$ cat config.mk
export PLATFORM = sky130hd
export DESIGN_NAME = vector_sequencer
export DESIGN_NICKNAME = d
export VERILOG_FILES = /design/src/rtl/vector_sequencer.sv
export SDC_FILE = /design/constraint.sdc
export NUM_CORES = 1
export LEC_CHECK = 0
export CAP_MARGIN = 0
export CORE_MARGIN = 5
export CORE_UTILIZATION = 50
export CTS_CLUSTER_DIAMETER = 200
export DETAILED_ROUTE_END_ITERATION = 8
export PLACE_DENSITY = 0.83
export SYNTH_ARGS = -nofsm -noshare
export SYNTH_HDL_FRONTEND = slang
export SYNTH_SLANG_ARGS = --single-unit
$ cat constraint.sdc
create_clock -name clk -period 2.35 [get_ports clk]
set_input_delay 0.47 -clock clk [delete_from_list [all_inputs] [get_ports clk]]
set_output_delay 0.47 -clock clk [all_outputs]
set_load 0.02 [all_outputs]
$ cat src/rtl/vector_sequencer.sv
`default_nettype none
// ============================================================================
// Module   : vector_sequencer
// Purpose  : Walks the eight {B,C,D} input vectors through a downstream stage,
//            holds each for HOLD_CYCLES, then checks Y_in against D&(B|~C).
// Revision : 1.0  initial release
// ============================================================================
module vector_sequencer #(
    parameter int HOLD_CYCLES = 2
) (
    input  logic       clk,
    input  logic       rst,
    input  logic       start,
    input  logic       Y_in,
    output logic       B,
    output logic       C,
    output logic       D,
    output logic       busy,
    output logic       done,
    output logic       pass,
    output logic [3:0] err_count,
    output logic [7:0] fail_vec
);

    localparam logic [3:0] c_hold_last = 4'(HOLD_CYCLES - 1);

    typedef enum logic [1:0] {
        S_IDLE  = 2'd0,
        S_APPLY = 2'd1,
        S_CHECK = 2'd2,
        S_DONE  = 2'd3
    } state_t;

    state_t     r_state;
    state_t     w_next;
    logic [2:0] r_idx;
    logic [3:0] r_hold;
    logic       r_b;
    logic       r_c;
    logic       r_d;
    logic       r_pass;
    logic [3:0] r_err;
    logic [7:0] r_fail;
    logic       w_exp;
    logic       w_mismatch;
    logic [3:0] w_err_next;
    logic       w_busy;
    logic       w_done;

    // Expected response is taken from the registered vector, not from r_idx.
    assign w_exp      = r_d & (r_b | ~r_c);
    assign w_mismatch = (r_state == S_CHECK) && (Y_in != w_exp);
    assign w_err_next = r_err + {3'b000, w_mismatch};

    always_ff @(posedge clk) begin
        if (rst) begin
            r_state <= S_IDLE;
        end else begin
            r_state <= w_next;
        end
    end

    always_comb begin
        w_next = r_state;
        w_busy = 1'b0;
        w_done = 1'b0;
        case (r_state)
            S_IDLE: begin
                if (start) w_next = S_APPLY;
            end
            S_APPLY: begin
                w_busy = 1'b1;
                if (r_hold == c_hold_last) w_next = S_CHECK;
            end
            S_CHECK: begin
                w_busy = 1'b1;
                w_next = (r_idx == 3'd7) ? S_DONE : S_APPLY;
            end
            S_DONE: begin
                w_done = 1'b1;
                if (start) w_next = S_APPLY;
            end
            default: w_next = S_IDLE;
        endcase
    end

    always_ff @(posedge clk) begin
        if (rst) begin
            r_idx  <= 3'd0;
            r_hold <= 4'd0;
            r_b    <= 1'b0;
            r_c    <= 1'b0;
            r_d    <= 1'b0;
            r_pass <= 1'b0;
            r_err  <= 4'd0;
            r_fail <= 8'd0;
        end else begin
            case (r_state)
                S_IDLE, S_DONE: begin
                    if (start) begin
                        r_idx  <= 3'd0;
                        r_hold <= 4'd0;
                        r_b    <= 1'b0;
                        r_c    <= 1'b0;
                        r_d    <= 1'b0;
                        r_pass <= 1'b0;
                        r_err  <= 4'd0;
                        r_fail <= 8'd0;
                    end
                end
                S_APPLY: begin
                    r_hold <= r_hold + 4'd1;
                end
                S_CHECK: begin
                    r_err <= w_err_next;
                    if (w_mismatch) r_fail[r_idx] <= 1'b1;
                    if (r_idx == 3'd7) begin
                        // Final verdict must include the result of this last check.
                        r_pass <= (w_err_next == 4'd0);
                    end else begin
                        r_idx             <= r_idx + 3'd1;
                        r_hold            <= 4'd0;
                        {r_b, r_c, r_d}   <= r_idx + 3'd1;
                    end
                end
                default: ;
            endcase
        end
    end

    assign B         = r_b;
    assign C         = r_c;
    assign D         = r_d;
    assign busy      = w_busy;
    assign done      = w_done;
    assign pass      = r_pass;
    assign err_count = r_err;
    assign fail_vec  = r_fail;

endmodule
`default_nettype wire

==> metrics.md, run 1 <==
| Metric | Value |
|---|---|
| Reg2Reg Depth | `9` |
| Worst hold path class | `register to register` |
| Via Count | `930` |
| FF-to-FF setup slack | `430 ps` |
| Syn Area/Cell | `8.891 sq um` |
| Skew final | `2.936 ps` |
| Wirelength per Cell | `12.95 um` |
| Largest delay share family, worst path | `buffers and inverters` |
| Post CTS Setup Buffer Count | `0` |
| CP peak stage delay | `600 ps` |
| Measured slew at the worst slew-check pin | `488.9 ps` |
| Tot GR Track Use | `14.47%` |
| Max-slew violations | `0` |
| Syn nets | `136` |
| Ratio of cells with drive above 1 in the final layout | `6.849%` |
| Mapped Cells | `123` |
| Initial Util | `50.90%` |
| Syn. warnings | `0` |
| I/O Buffers | `21` |
| Critical path startpoint | `r_state[0]` |
| Total Neg Setup Slack | `0 ps` |
| Die area | `3222 sq um` |
| GR Layer Usage met3 | `2.989%` |
| Count of buffer and inverter cells on the critical path | `3` |
| Worst Hold End | `fail_vec[3]` |
| CTS clk-pin slew, worst paths | `110 ps` |
| DRT Pass-1 Iters | `4` |
| # clock sinks | `22` |
| First-pass GRT wire length | `3.801 mm` |
| Max Cap Violations | `0` |
| Congestion Overflow GR | `0` |
| RR Startpoint | `B` |
| Number of synthesized flops with an enable pin | `0` |
| DRC viols | `0` |
| Worst Hold Launch | `fail_vec[3]` |
| Crit path DAT | `1780 ps` |
| Util after Layout | `63.42%` |
| Worst hold path depth | `2` |
| Root Buffer | `clkbuf_4` |
| Global routing's busiest layer | `met2` |
| Diodes inserted | `0` |
| Met2 global-route usage | `25.74%` |
| Fin nets | `161` |
| Clock period minus worst slack | `2251 ps` |
| Cell mode on critical path | `inv_1` |
| Slew headroom | `67.07%` |
| Startpoint types | `register` |
| DIE HEIGHT | `56.77 um` |
| Final Hold Viols | `0` |
| CP Max Fanout | `5` |
| Async S/R FF share, synth | `0%` |
| Rows | `17` |
| Most frequent cells in the layout | `dfxtp_1 (22), clkdlybuf4s50_1 (21), nand2_1 (14), nor2_1 (11), ha_1 (9)` |
| H-Tree Level Count | `1` |
| CTS tree | `yes` |
| Crit Path Category | `register to output port` |
| CP Cell Sequence | `inv_1 > ha_1 > inv_1 > clkdlybuf4s50_1` |
| Area growth syn-to-layout | `24.60%` |
| Total I/O pin count | `22` |
| Synth unique cells | `34` |
| DR vias/cell | `5.345` |
| Clock Path Buffers | `2` |
| Resize count post-CTS | `0` |
| R2R Path End | `pass` |
| Final antenna-violating net count | `0` |
| Worst Path Required | `1880 ps` |
| Max VDD drop | `0.5387 mV` |
| Chip width | `56.77 um` |
| DP HPWL | `1.742 mm` |
| Later-pin clock latency in the skew report | `300 ps` |
| Core area | `2148 sq um` |
| Yosys reg bits | `22` |
| Largest net degree at the start of global routing | `12` |
| Vias in the first global route | `924` |
| Met1 usage in global routing | `16.90%` |
| Fmax | `0.4443 GHz` |
| Outcome | `completed` |
| Mapped cell area | `1094 sq um` |
| Dominant synthesized flop cell | `dfxtp_1` |
| Commonest non-fill, non-tap cell in the layout | `dfxtp_1` |
| CTS buffer count | `3` |
| Iteration-0 DRC count of the detailed router | `10` |
| Final setup violation count | `0` |
| RSZ-0062 raised after global routing | `no` |
| Slowest-stage cell, CP | `clkdlybuf4s50_1` |
| Antenna violations before repair | `0` |
| Critical Path End Type | `output port` |
| Power Density | `724.8 nW/um^2` |
| Routability cong. | `0.8709` |
| Post-Route WL | `2.254 mm` |
| Part of the cycle the worst path needs | `95.77%` |
| Leak Pwr | `0.5235 nW` |
| Hold-fix buffers at CTS | `0` |
| Seq/Total Area, Yosys | `40.27%` |
metrics by stage:
| stage | instances | total power, W | hold slack (ps) | setup slack (ps) | cell area [sq um] |
|---|---|---|---|---|---|
| floorplan | 123 | 0.0007221 | 502.3 | 515.0 | 1094 |
| global placement | 171 | 0.0008207 | 425.0 | 216.4 | 1340 |
| detailed placement | 171 | 0.0008319 | 429.4 | 169.2 | 1340 |
| CTS | 174 | 0.0009966 | 446.7 | 83.55 | 1363 |
| global route | 174 | 0.001057 | 472.2 | 1.665 | 1363 |
| finish | 174 | 0.0009876 | 441.4 | 99.42 | 1363 |
per-layer routing:
metal	routed length [um]	part of all wire, %
met2	1088	48
met4	26	1.2
met1	1014	45
met5	0	0
met3	125	5.5
power breakdown:
part / total [W] / internal (W) / switching [W]
Sequential: 0.000434 / 0.000403 / 0.0000315
Clock: 0.000166 / 0.0000598 / 0.000106
Combinational: 0.000387 / 0.000153 / 0.000234
cells in the mapped netlist (2+ instances only):
library cell / count / share of area (%)
a32oi_1: 2 / 1.6
dfxtp_1: 22 / 40
a32o_1: 2 / 1.8
nor2_1: 11 / 3.8
o41ai_1: 2 / 1.6
o21ai_0: 3 / 1.4
nor2b_1: 3 / 1.7
nand4_1: 2 / 1.1
inv_1: 8 / 2.7
xor2_1: 5 / 4.0
nand2b_1: 3 / 1.7
buf_2: 2 / 0.92
a21oi_1: 6 / 2.7
ha_1: 9 / 10
xnor2_1: 2 / 1.6
nor3_1: 3 / 1.4
nand2_1: 14 / 4.8
nand3_1: 8 / 3.7
worst min-delay path: cells and delay by family, from the launching register on:
family / cells / cell delay [ps]
flip-flops: 1 / 320
AND/OR/NAND/NOR: 2 / 90
state kept, by name (all words and copies together), names as in the netlist:
name       cells
B              1
pass           1
D              1
fail_vec       8
C              1
r_state        2
err_count      4
r_hold         4
how the worst max path moves through the flow:
stage / end / slack (ps) / depth (start not counted)
2_1_floorplan: err_count[2] / 510 / 9
3_3_place_gp: pass / 220 / 8
3_5_place_dp: pass / 170 / 8
4_1_cts: busy / 80 / 4
5_1_grt: busy / 2 / 4
6_report: busy / 100 / 4
layout make-up:
cell class	instances	area (sq um)
tap	28	35.03
clock buffer	3	22.52
sequential	22	440.4
multi-input combinational	89	601.8
timing repair buffer	24	232.7
inverter	8	30.03
fill	194	785.8
kinds of logic (layout without fill, tap and decap cells):
family / count (synthesis) / in the layout / synth area share (%)
AND/OR/NAND/NOR: 50 / 50 / 22.08
buffers and inverters: 12 / 35 / 4.691
XOR/XNOR: 7 / 7 / 5.607
AO/OA/AOI/OAI: 22 / 22 / 16.13
flip-flops: 22 / 22 / 40.27
multiplexers: 1 / 1 / 0.9154
adder cells (fa/ha/maj): 9 / 9 / 10.30
Power figures use the tool's default switching activity.
==> run 2, diff against run 1 <==
Settings changed: ABC_AREA set to 1, PLACE_DENSITY 0.83 to 0.82.
==> run 2 against run 1 <==
  * Sequential share of layout area down 2.3 points
  * Combinational power increased by 49%
  * Register-to-register slack worse by 20 ps
  * Critical path depth is 3 lower
  * Die area is 7.5% higher
==> metrics.md, run 2 <==
| Metric | Value |
|---|---|
| DP HPWL | `1.808 mm (+3.8%)` |
| Worst hold path class | `register to register` |
| Max FFs per register | `8 (unchanged)` |
| GR Layer Usage met3 | `2.193% (-0.80 points)` |
| Synth unique cells | `29 (-15%)` |
| Fin nets | `187 (+16%)` |
| Crit Path Category | `register to output port` |
| Die area | `3465 sq um (+7.5%)` |
| Commonest non-fill, non-tap cell in the layout | `inv_1` |
| Dominant synthesized flop cell | `dfxtp_1` |
| Fin Hold WS | `460.7 ps (+19.31 ps)` |
| Most instantiated cells after synthesis | `inv_1 (26), dfxtp_1 (22), a21oi_1 (17), nand2_1 (17), nand3_1 (15)` |
| DRC viols | `0 (unchanged)` |
| Hold-fix buffers at CTS | `0 (unchanged)` |
| Startpoint types | `register` |
| Yosys top cell area share | `36.90% (-3.4 points)` |
| RSZ-0062 raised after global routing | `no` |
| Count leader, synth | `inv_1` |
| Async S/R FF share, synth | `0% (unchanged)` |
| Syn Area/Cell | `8.011 sq um (-9.9%)` |
| Area taken by multi-input logic gates | `619.3 sq um (+2.9%)` |
| Max Cap Violations | `0 (unchanged)` |
| Area contributors post-synth | `dfxtp_1 (37%), ha_1 (9.4%), inv_1 (8.2%), a21oi_1 (7.1%), nand3_1 (6.3%)` |
| DIE HEIGHT | `58.86 um (+3.7%)` |
| Crit path DAT | `1540 ps (-240 ps)` |
| CTS buffer count | `3 (unchanged)` |
| Tot GR Track Use | `14.68% (+0.21 points)` |
| Global routing's busiest layer | `met2` |
| Outcome | `completed` |
| Post-Route WL | `2.269 mm (+0.67%)` |
| Largest net degree at the start of global routing | `13 (+1)` |
| Reg2Reg Depth | `10 (+1)` |
| Max VDD drop | `0.7480 mV (+39%)` |
| # clock sinks | `22 (unchanged)` |
| Util after Layout | `65.15% (+1.7 points)` |
| Root Buffer | `clkbuf_4` |
| Met2 global-route usage | `25.55% (-0.19 points)` |
| Final antenna-violating net count | `0 (unchanged)` |
| Ratio of cells with drive above 1 in the final layout | `12.14% (+5.3 points)` |
| Yosys reg bits | `22 (unchanged)` |
| Initial Util | `52.94% (+2.0 points)` |
| Final Worst Setup Slack | `339.9 ps (+240.5 ps)` |
| DRT Pass-1 Iters | `4 (unchanged)` |
| Worst hold path depth | `2 (unchanged)` |
| Clock Path Buffers | `2 (unchanged)` |
| Worst path depth | `1 (-3)` |
| Fillcell total | `210 (+8.2%)` |
| Routability cong. | `0.7266 (-17%)` |
| Diodes inserted | `0 (unchanged)` |
| Total power | `0.001246 W (+26%)` |
| Chip width | `58.86 um (+3.7%)` |
| Largest delay share family, worst path | `buffers and inverters` |
| Met1 usage in global routing | `17.95% (+1.1 points)` |
| Slowest-stage cell, CP | `clkdlybuf4s50_1` |
| Most frequent cells in the layout | `inv_1 (26), dfxtp_1 (22), clkdlybuf4s50_1 (20), nand2_1 (17), a21oi_1 (17)` |
| CP Max Fanout | `10 (+5)` |
| Syn. warnings | `0 (unchanged)` |
| Part of the cycle the worst path needs | `85.53% (-10 points)` |
| Area growth syn-to-layout | `23.06%` |
| Critical Path End Type | `output port` |
| Later-pin clock latency in the skew report | `300 ps (about the same)` |
| Skew final | `0.5426 ps (-2.393 ps)` |
| Seq/Total Area, Yosys | `36.90% (-3.4 points)` |
| Rows | `17 (unchanged)` |
| Congestion Overflow GR | `0 (unchanged)` |
| Iteration-0 DRC count of the detailed router | `12 (+2)` |
| Antenna violations before repair | `0 (unchanged)` |
| Syn nets | `162 (+19%)` |
| Clock period minus worst slack | `2010 ps (-240.5 ps)` |
| Final Hold Viols | `0 (unchanged)` |
| Via Count | `1004 (+8.0%)` |
| Register cell area after layout | `440.4 sq um (unchanged)` |
| Number of synthesized flops with an enable pin | `0 (unchanged)` |
| CP peak stage delay | `680 ps (+80 ps)` |
| I/O Buffers | `21 (unchanged)` |
| Wirelength per Cell | `11.29 um (-13%)` |
| Total Neg Setup Slack | `0 ps (unchanged)` |
| DR vias/cell | `4.995 (-6.5%)` |
| Vias in the first global route | `950 (+2.8%)` |
| Count of buffer and inverter cells on the critical path | `1 (-2)` |
| Mapped Cells | `149 (+21%)` |
| CTS clk-pin slew, worst paths | `120 ps (about the same)` |
| CP Cell Sequence | `clkdlybuf4s50_1` |
| Slew headroom | `75.34% (+8.3 points)` |
| CTS tree | `yes` |
| Fmax | `0.4975 GHz (+12%)` |
| Max-slew violations | `0 (unchanged)` |
| Worst Path Required | `1880 ps (about the same)` |
| First-pass GRT wire length | `4.015 mm (+5.6%)` |
| H-Tree Level Count | `1 (unchanged)` |
| Total I/O pin count | `22 (unchanged)` |
| Mapped cell area | `1194 sq um (+9.2%)` |
| Measured slew at the worst slew-check pin | `369.3 ps (-119.5 ps)` |
| Leak Pwr | `0.6116 nW (+17%)` |
| Post-Place Setup Slack | `162.4 ps (-6.817 ps)` |
| Power Density | `848.1 nW/um^2 (+17%)` |
| Synth area leader | `dfxtp_1` |
| Post CTS Setup Buffer Count | `0 (unchanged)` |
| Final setup violation count | `0 (unchanged)` |
| Core area | `2255 sq um (+5.0%)` |
[run 2: per-layer routing]
layer / wire [um] / share of wire (%)
met5: 0 / 0
met4: 12 / 0.53
met3: 93 / 4.1
met2: 1136 / 50
met1: 1026 / 45
[run 2: cells by family (layout without fill, tap and decap cells)]
logic type	Yosys count	in the layout	share of synthesized area (%)
compound gates	25	25	12.68
flops	22	22	36.90
xor+xnor	2	2	1.468
fa+ha+maj	9	9	9.434
buf+inv	32	56	11.22
simple gates	59	59	28.30
[run 2: path summary, 6_finish.rpt]
check / endpoint / slack (ps) / startpoint
max reg2reg: pass / 410 / B
max: D / 340 / D
min: fail_vec[0] / 460 / fail_vec[0]
min reg2reg: fail_vec[0] / 460 / fail_vec[0]
[run 2: metrics by stage]
stage / cells / area (sq um)
2_1_floorplan: 149 / 1194
3_3_place_gp: 197 / 1430
3_5_place_dp: 197 / 1430
4_1_cts: 201 / 1466
5_1_grt: 201 / 1469
6_report: 201 / 1469
[run 2: final cells by class]
class	count	share of cell area, %
tap	28	2.385
inverter	30	8.007
multi-input combinational	95	42.16
timing repair buffer	22	14.99
clock buffer	4	2.470
sequential	22	29.98
[run 2: where the power goes]
part	internal, W	switching (W)
Combinational	0.000212	0.000363
Clock	0.0000945	0.000110
Sequential	0.000419	0.0000473
Total	0.000725	0.000520
[run 2: timing repair]
action / 4_1_cts / 5_1_grt
setup endpoints to repair: 0 / 1
gates resized for setup: 0 / 1
endpoints found under the hold margin: 0 / 0
==> run 3, diff against run 2 <==
Settings changed: CORE_UTILIZATION 50 to 46, PLACE_DENSITY 0.82 to 0.79.
Clock period 2.35 ns to 1.7 ns, I/O delays scaled along.
==> run 3 against run 2 <==
  * Worst setup slack lost 300 ps
  * Non-clock buffer count is 9 higher
  * Sequential cell count unchanged
  * Power up 55%
  * Final area rose by 7.9%
  * Worst hold slack got worse by 0.91 ps
  * Clock-buffer cell count is 1 lower
  * Critical path type is now input pin to register
==> metrics.md, run 3 (synthesis results as in run 2) <==
| Metric | Value |
|---|---|
| Rows | `18 (+1)` |
| Worst path depth | `10 (+9)` |
| Largest net degree at the start of global routing | `14 (+1)` |
| Area taken by multi-input logic gates | `651.9 sq um (+5.3%)` |
| CTS clk-pin slew, worst paths | `120 ps (about the same)` |
| Critical Path End Type | `register` |
| DRC viols | `0 (unchanged)` |
| DRT Pass-1 Iters | `4 (unchanged)` |
| Wirelength per Cell | `12.57 um (+11%)` |
| Part of the cycle the worst path needs | `97.58%` |
| Total I/O pin count | `22 (unchanged)` |
| Slew headroom | `82.97% (+7.6 points)` |
| P_int | `0.001175 W (+62%)` |
| Crit Path Category | `input pin to register` |
| Worst Path Required | `1910 ps (+30 ps)` |
| DR vias/cell | `4.976 (-0.37%)` |
| Die area | `3714 sq um (+7.2%)` |
| CP Cell Sequence | `clkdlybuf4s50_1 > inv_1 > nand3_2 > a21oi_1 > ha_1 > nand3_1 > xor2_1 > inv_1 > nand2_1 > a21oi_1` |
| Tot GR Track Use | `16.30% (+1.6 points)` |
| Routability cong. | `0.7425 (+2.2%)` |
| Post-Place Setup Slack | `-286.2 ps (-448.6 ps)` |
| Area growth syn-to-layout | `32.81%` |
| Congestion Overflow GR | `0 (unchanged)` |
| Crit path DAT | `1870 ps (+330 ps)` |
| CTS buffer count | `3 (unchanged)` |
| Hold-fix buffers at CTS | `0 (unchanged)` |
| Root Buffer | `clkbuf_4` |
| Max VDD drop | `0.7931 mV (+6.0%)` |
| Switch share | `39.23% (-2.5 points)` |
| CTS tree | `yes` |
| DP HPWL | `2.033 mm (+12%)` |
| Final antenna-violating net count | `0 (unchanged)` |
| Gate power share | `46.6% (+0.4 points)` |
| Register cell area after layout | `450.4 sq um (+2.3%)` |
| Final Worst Setup Slack | `41.16 ps (-298.8 ps)` |
| Leak Pwr | `0.6984 nW (+14%)` |
| Via Count | `1055 (+5.1%)` |
| Final setup violation count | `0 (unchanged)` |
| Final Cell Area | `1585 sq um (+7.9%)` |
| Initial Util | `48.18% (-4.8 points)` |
| Sequential group share of total power | `32.8% (-4.6 points)` |
| Iteration-0 DRC count of the detailed router | `21 (+9)` |
| Antenna violations before repair | `0 (unchanged)` |
| Reg2Reg Depth | `9 (-1)` |
| I/O Buffers | `21 (unchanged)` |
| Worst hold path depth | `2 (unchanged)` |
| First-pass GRT wire length | `4.547 mm (+13%)` |
| Max Cap Violations | `0 (unchanged)` |
| Fmax | `0.6028 GHz` |
| CP peak stage delay | `430 ps (-250 ps)` |
| Max FFs per register | `8 (unchanged)` |
| Post-Route WL | `2.664 mm (+17%)` |
| Outcome | `completed` |
| Core area | `2477 sq um (+9.9%)` |
| # clock sinks | `22 (unchanged)` |
| Worst hold path class | `register to register` |
| CP Max Fanout | `2 (-8)` |
| Power Density | `1219 nW/um^2 (+44%)` |
| Later-pin clock latency in the skew report | `300 ps (about the same)` |
| H-Tree Level Count | `1 (unchanged)` |
| Most frequent cells in the layout | `inv_1 (25), dfxtp_1 (18), a21oi_1 (17), nand2_1 (16), nand3_1 (14)` |
| Commonest non-fill, non-tap cell in the layout | `inv_1` |
| DIE HEIGHT | `60.94 um (+3.5%)` |
| Util after Layout | `63.99% (-1.2 points)` |
| Clock Path Buffers | `2 (unchanged)` |
| Clk pwr share | `20.6% (+4.2 points)` |
| Chip width | `60.94 um (+3.5%)` |
| Fillcell total | `214 (+1.9%)` |
| Measured slew at the worst slew-check pin | `255.2 ps (-114.1 ps)` |
| Slowest-stage cell, CP | `clkdlybuf4s50_1` |
| Largest delay share family, worst path | `buffers and inverters` |
| Max-slew violations | `0 (unchanged)` |
| Clock period minus worst slack | `1659 ps` |
| Skew final | `1.904 ps (+1.362 ps)` |
| Count of buffer and inverter cells on the critical path | `3 (+2)` |
| Diodes inserted | `0 (unchanged)` |
| Placed cell area | `1500 sq um (+4.9%)` |
| Psw | `0.0007583 W (+46%)` |
| Vias in the first global route | `1057 (+11%)` |
| Fin nets | `196 (+4.8%)` |
| Startpoint types | `input pin` |
| Ratio of cells with drive above 1 in the final layout | `22.53% (+10 points)` |
| Final Hold Viols | `0 (unchanged)` |
run 3: metal layers:
metal  wire (um)  GRT usage (%)  vias to the layer above
met1        1114          19.05                      479
li1            -              -                      549
met3         117          2.979                        6
met4          65          7.121                        0
met5           0              0                        -
met2        1367          28.85                       21
run 3: power by group through the flow:
stage	logic (W)	registers, W	clock network, W
after floorplan	0.000583	0.000676	0
after global placement	0.000892	0.000641	0
after detailed placement	0.000920	0.000646	0
after CTS	0.000911	0.000634	0.000414
after global routing	0.000995	0.000645	0.000453
final	0.000901	0.000634	0.000398
run 3: final cells by class:
cell class / count / share of cell area (%)
clock buffer: 3 / 1.421
clock inverter: 1 / 1.894
inverter: 30 / 7.419
multi-input combinational: 95 / 41.12
sequential: 22 / 28.41
tap: 30 / 2.368
timing repair buffer: 31 / 17.36
run 3: through the flow:
stage,total power [W],setup TNS [ps],hold WS (ps),std cells
after floorplan,0.001260,0,401.7,149
after global placement,0.001533,-616.2,437.0,207
after detailed placement,0.001566,-872.3,443.2,207
after CTS,0.001958,0,462.0,211
after global routing,0.002093,-78.68,485.5,212
final,0.001933,0,459.8,212
run 3: repair_timing:
action                                 in CTS  in global routing
resized for setup                           9                  9
setup endpoints to repair                   7                  7
buffers inserted                            0                  1
endpoints found under the hold margin       0                  0
run 3: worst paths after layout:
check	from	endpoint	slack, ps
min reg2reg	fail_vec[7]	fail_vec[7]	460
max reg2reg	r_state[1]	err_count[3]	50
max	Y_in	err_count[3]	40
min	fail_vec[7]	fail_vec[7]	460
run 3: worst reg2reg max path, cell delays in order, from the launching register on:
cell,delay (ps)
dfxtp_1,390
ha_1,200
inv_2,70
a21oi_1,120
ha_1,220
nand3_1,100
xor2_1,220
inv_1,90
nand2_1,70
a21oi_1,70
